[config.mk]
export PLATFORM = sky130hd
export DESIGN_NAME = rr_resource_scheduler
export DESIGN_NICKNAME = d
export VERILOG_FILES = /design/src/rtl/rr_resource_scheduler.sv
export SDC_FILE = /design/constraint.sdc
export NUM_CORES = 1
export LEC_CHECK = 0
export CAP_MARGIN = 20
export CORE_MARGIN = 2
export CORE_UTILIZATION = 41
export CTS_CLUSTER_SIZE = 8
export DETAILED_ROUTE_END_ITERATION = 8
export PLACE_DENSITY = 0.81
export SYNTH_ARGS = -nofsm -noshare
export SYNTH_HDL_FRONTEND = slang
export SYNTH_SLANG_ARGS = --single-unit
export TNS_END_PERCENT = 10
[constraint.sdc]
create_clock -name clk_i -period 2.42 [get_ports clk_i]
set_clock_uncertainty 0.2 [all_clocks]
set_input_delay 0.484 -clock clk_i [delete_from_list [all_inputs] [get_ports clk_i]]
set_output_delay 0.484 -clock clk_i [all_outputs]
set_load 0.01 [all_outputs]
[src/rtl/rr_resource_scheduler.sv]
// Round-robin scheduler for one shared multi-cycle execution resource.
// Picks a requester, launches the resource with its operand, and holds the
// grant until the resource reports done or the watchdog expires.
module rr_resource_scheduler #(
  parameter int unsigned N       = 4,
  parameter int unsigned TIMEOUT = 16
) (
  input  logic            clk_i,
  input  logic            rst_ni,
  input  logic [N-1:0]    req_i,
  input  logic [32*N-1:0] req_data_i,
  input  logic            done_i,
  output logic [N-1:0]    grant_o,
  output logic [2:0]      grant_id_o,
  output logic            res_start_o,
  output logic [31:0]     res_data_o,
  output logic            busy_o,
  output logic            timeout_err_o
);

  typedef enum logic [1:0] {StIdle, StStart, StWait} state_e;

  localparam logic [7:0] TimeoutLast = 8'(TIMEOUT - 1);
  localparam logic [2:0] LastId      = 3'(N - 1);

  state_e      state_q;
  logic [N-1:0] grant_q;
  logic [2:0]  grant_id_q;
  logic        res_start_q;
  logic [31:0] res_data_q;
  logic        busy_q;
  logic        timeout_err_q;
  logic [2:0]  ptr_q;
  logic [2:0]  ptr_d;
  logic [7:0]  wait_cnt_q;

  logic         win_found;
  logic [2:0]   win_id;
  logic [N-1:0] win_onehot;
  logic [31:0]  win_data;

  // Winner search: lowest requester at or above ptr, else lowest below ptr.
  // First pass takes any requester, second pass overrides with one >= ptr.
  always_comb begin
    win_found  = 1'b0;
    win_id     = 3'd0;
    win_onehot = '0;
    win_data   = 32'd0;
    for (int i = N - 1; i >= 0; i--) begin
      if (req_i[i]) begin
        win_found     = 1'b1;
        win_id        = 3'(i);
        win_onehot    = '0;
        win_onehot[i] = 1'b1;
        win_data      = req_data_i[32*i +: 32];
      end
    end
    for (int i = N - 1; i >= 0; i--) begin
      if (req_i[i] && (i >= int'(ptr_q))) begin
        win_found     = 1'b1;
        win_id        = 3'(i);
        win_onehot    = '0;
        win_onehot[i] = 1'b1;
        win_data      = req_data_i[32*i +: 32];
      end
    end
  end

  // Pointer moves just past the requester whose grant is ending.
  always_comb begin
    ptr_d = (grant_id_q == LastId) ? 3'd0 : grant_id_q + 3'd1;
  end

  // Scheduler FSM with registered outputs.
  always_ff @(posedge clk_i or negedge rst_ni) begin
    if (!rst_ni) begin
      state_q       <= StIdle;
      grant_q       <= '0;
      grant_id_q    <= 3'd0;
      res_start_q   <= 1'b0;
      res_data_q    <= 32'd0;
      busy_q        <= 1'b0;
      timeout_err_q <= 1'b0;
      ptr_q         <= 3'd0;
      wait_cnt_q    <= 8'd0;
    end else begin
      timeout_err_q <= 1'b0;
      unique case (state_q)
        StIdle: begin
          if (win_found) begin
            state_q     <= StStart;
            grant_q     <= win_onehot;
            grant_id_q  <= win_id;
            res_start_q <= 1'b1;
            res_data_q  <= win_data;
            busy_q      <= 1'b1;
          end
        end
        StStart: begin
          res_start_q <= 1'b0;
          wait_cnt_q  <= 8'd0;
          state_q     <= StWait;
        end
        StWait: begin
          wait_cnt_q <= wait_cnt_q + 8'd1;
          if (done_i || (wait_cnt_q == TimeoutLast)) begin
            grant_q       <= '0;
            busy_q        <= 1'b0;
            ptr_q         <= ptr_d;
            state_q       <= StIdle;
            // done takes priority over a coincident watchdog expiry
            timeout_err_q <= ~done_i;
          end
        end
        default: state_q <= StIdle;
      endcase
    end
  end

  assign grant_o       = grant_q;
  assign grant_id_o    = grant_id_q;
  assign res_start_o   = res_start_q;
  assign res_data_o    = res_data_q;
  assign busy_o        = busy_q;
  assign timeout_err_o = timeout_err_q;

endmodule

==> impl_metrics.py <==
metrics = {
    "hold_path": {
        "min_path_cells": 1,
        "hold_class": "reg2reg",
        "min_to": "busy_o$_DFFE_PN0P_",
        "hold_start": "busy_o$_DFFE_PN0P_",
    },
    "die": {
        "io_pins": 177,
        "start_util_pct": 41.93,
        "fp.dieH_microns": 98.21,
        "die-area_sq_um": 9644,
        "rows": 34,
        "die_x_microns": 98.21,
        "core_area_sq_um": 8678,
    },
    "outcome": {
        "status": "finished clean",
    },
    "power_and_ir_drop": {
        "p_switching_mw": 2.318,
        "leakage_nw": 2.185,
        "p_int_mw": 3.049,
        "power_density_nw_per_um2": 952.4,
        "p_sw_share_pct": 43.19,
        "worst_ir_drop_vdd_mv": 0.5402,
        "power.share.combinational_pct": 61.8,
        "pwr-share-seq_pct": 29.3,
        "p_clk_share_pct": 9.0,
    },
    "sta": {
        "slew_headroom_pct": 37.74,
        "fin_crit_sh_pct": 92.15,
        "fin_ws_ns": 0.1899,
        "worstMarginPinSlew_ns": 0.9340,
        "final_max_slew_viol_count": 0,
        "period_minus_slack_ns": 2.230,
        "timing.fmax_mhz": 448.4,
        "finalSetupViolCount": 0,
        "rsz0062_at_grt": "no",
        "hold_viol": 0,
    },
    "worst_setup_path": {
        "max_stage_delay_ns": 0.61,
        "crit_path_top_delay_cell": "clkdlybuf4s50_1",
        "timing.rr.end": "res_data_o[19]$_DFFE_PN0P_",
        "r2r_start": "ptr_q[1]$_DFFE_PN0P_",
        "crit_path_end_kind": "register",
        "crit_path_cell_trace": "clkdlybuf4s50_1 > nor4_2 > nor2b_4 > buf_4 > nor2_1 > a31oi_1",
        "regToRegSetupSlack_ns": 0.34,
        "startpoint": "req_i[1]",
        "crit_fanout": 31,
        "path_delay_family": "buffers and inverters",
        "cp.arrival_ns": 2.26,
        "crit_path_start_kind": "input pin",
        "criticalPathCategory": "in2reg",
        "path_buf_inv": 2,
        "ff2ff_path_depth": 3,
        "required_ns": 2.45,
    },
    "finish": {
        "n_antenna_cell": 0,
        "syn_to_final_growth_pct": 54.88,
        "fin_nets": 738,
        "drive_gt1_share_pct": 7.873,
        "design_area_sq_um": 5635,
    },
    "synthesis": {
        "synth_edf_count": 0,
        "synthTopCellsByArea": "dfrtp_1, a32oi_1, a31oi_1, nand3b_1, nor2_1",
        "synthArstFlopShare_pct": 100.0,
        "synth_cells": 435,
        "seq_area_frac_synth_pct": 36.45,
        "synth_top_area_share_pct": 36.45,
        "syn_area_sq_um": 3638,
        "avgSynthCellArea_sq_um": 8.364,
        "synth_nets": 575,
        "synth_flop_cell": "dfrtp_1",
        "ys_ff_latch": 53,
        "yosys_warnings": 0,
        "synth_top_area_cell": "dfrtp_1",
        "yosysUniqueCellTypes": 49,
    },
    "global_routing": {
        "grt_pass1_vias": 4250,
        "grt_overflow_total": 0,
        "antenna_found_initial": 0,
        "grt_usage_pct": 27.46,
        "grt_pass1_wl_mm": 21.60,
        "grt_max_degree": 54,
    },
    "routing": {
        "drtIter0Drc": 279,
        "wl_per_cell_microns": 19.61,
        "drc_errors": 0,
        "vias": 4384,
        "ant_nets": 0,
        "routed_wl_mm": 13.83,
        "viasPerCell": 6.218,
        "drt-pass1-iter-count": 5,
    },
    "cts": {
        "htree_levels": 2,
        "cts_tree": "yes",
        "hold_buffers": 1,
        "clock_path_buffers": 2,
        "post-cts-setup-buffers": 0,
        "path_clk_slew_ns": 0.10,
        "root_buffer": "clkbuf_8",
        "numCtsBuffers": 5,
        "clock_latency_ns": 0.31,
        "numClockSinks": 53,
        "cts-resized-gates": 0,
    },
    "placement": {
        "place_congestion": 0.8566,
        "pre_cts_ws_ns": -0.1039,
        "port-buffer-count": 175,
        "dpl_cell_area_sq_um": 5552,
        "hpwl_mm": 9.945,
    },
    "job": {
        "drv_cap": 0,
    },
}
## state kept, by name, indices dropped and copies added, names as in the netlist
| signal | count |
|---|---|
| wait_cnt_q | 8 |
| grant_o | 4 |
| timeout_err_o | 1 |
| grant_id_o | 2 |
| res_start_o | 1 |
| busy_o | 1 |
| state_q | 2 |
| res_data_o | 32 |
| ptr_q | 2 |
## worst reg2reg max path, delay by kind of cell, from the launching register on
family / cells / cell delay, ns
simple gates: 1 / 0.89
flops: 1 / 0.54
compound gates: 2 / 0.37
## stage by stage
stage | total power, mW | setup TNS, ns | instances | hold slack, ns | utilization, %
finish | 5.367 | 0 | 705 | 0.3110 | 64.94
global route | 5.720 | 0 | 705 | 0.3361 | 64.94
CTS | 5.342 | 0 | 705 | 0.3140 | 64.94
global placement | 4.750 | -0.9250 | 698 | 0.2771 | 63.97
detailed placement | 4.859 | -1.660 | 698 | 0.2875 | 63.97
floorplan | 3.308 | 0 | 435 | -0.01159 | -
## worst max-delay path by stage
stage | endpoint | slack (ns) | cells after the start
detailed placement | res_data_o[19]$_DFFE_PN0P_ | -0.10 | 6
global placement | res_data_o[27]$_DFFE_PN0P_ | -0.07 | 6
finish | res_data_o[19]$_DFFE_PN0P_ | 0.19 | 6
floorplan | ptr_q[0]$_DFFE_PN0P_ | 0.61 | 4
CTS | res_data_o[19]$_DFFE_PN0P_ | 0.21 | 6
global route | res_data_o[19]$_DFFE_PN0P_ | 0.06 | 6
## cell usage after synthesis (all sizes together) (2+ instances only)
| master | count |
|---|---|
| a32o | 3 |
| o21ai | 46 |
| nor2b | 3 |
| nand2b | 3 |
| a221o | 2 |
| nor2 | 41 |
| nand4 | 2 |
| a21boi | 2 |
| dfrtp | 53 |
| buf | 23 |
| a22o | 3 |
| o2bb2ai | 2 |
| inv | 8 |
| o221ai | 9 |
| mux2 | 3 |
| clkbuf | 20 |
| nand3b | 24 |
| o2111ai | 9 |
| ha | 5 |
| nand3 | 3 |
| a32oi | 32 |
| nand2 | 37 |
| and2b | 2 |
| a31oi | 32 |
| a21oi | 27 |
| and3 | 23 |
| nor4 | 2 |
| or3 | 2 |
## cells in the final DEF (no fill, tap or decap), types with 2 or more instances in the layout
cell type and count:
clkdlybuf4s50_1 172, dfrtp_1 53, nor2_1 41, nand2_1 37, a32oi_1 32, a31oi_1 32, a21oi_1 27, nand3b_1 24
o21ai_1 23, and3_1 23, o21ai_0 21, buf_4 19, o2111ai_1 9, o221ai_1 9, inv_1 8, ha_1 5
clkbuf_8 5, buf_12 4, nand3_1 3, nand2b_1 3, a22o_1 3, a32o_1 3, buf_2 3, and2b_1 2
nor2b_1 2, o21ai_2 2, or3_1 2, mux2_2 2, o2bb2ai_1 2, nand4_1 2, a221o_1 2
## per-layer routing
metal / share of wire (%) / track usage [%]
met2: 50 / 47.05
met3: 6.6 / 3.293
met1: 40 / 36.19
met5: 0 / 0
met4: 3.1 / 9.168
## kinds of logic after synthesis
| group | Yosys count | share of synthesized area, % |
|---|---|---|
| AOI/OAI and AO/OA | 174 | 32.94 |
| and+or+nand+nor | 146 | 20.87 |
| DFF | 53 | 36.45 |
| buffers and inverters | 51 | 6.362 |
| adders and majority gates | 5 | 1.719 |
| muxes | 4 | 1.307 |
| other | 1 | 0.1031 |
| xor gates and xnor gates | 1 | 0.2408 |
## area by class of cell
type / count / area (sq um)
clock inverters: 1 / 5.005
multi-input cells: 331 / 2101
clock buffers: 5 / 68.82
repair buffers: 199 / 1969
inverters: 8 / 30.03
fillers: 775 / 3043
well taps: 108 / 135.1
flip-flops and latches: 53 / 1326
## power groups by stage
stage	Combinational [mW]	Sequential [mW]	Clock, mW
detailed placement	3.28	1.58	0
finish	3.31	1.57	0.481
CTS	3.29	1.57	0.488
global placement	3.19	1.56	0
floorplan	1.63	1.68	0
global route	3.58	1.62	0.523
(Power assumes the default switching activity.)
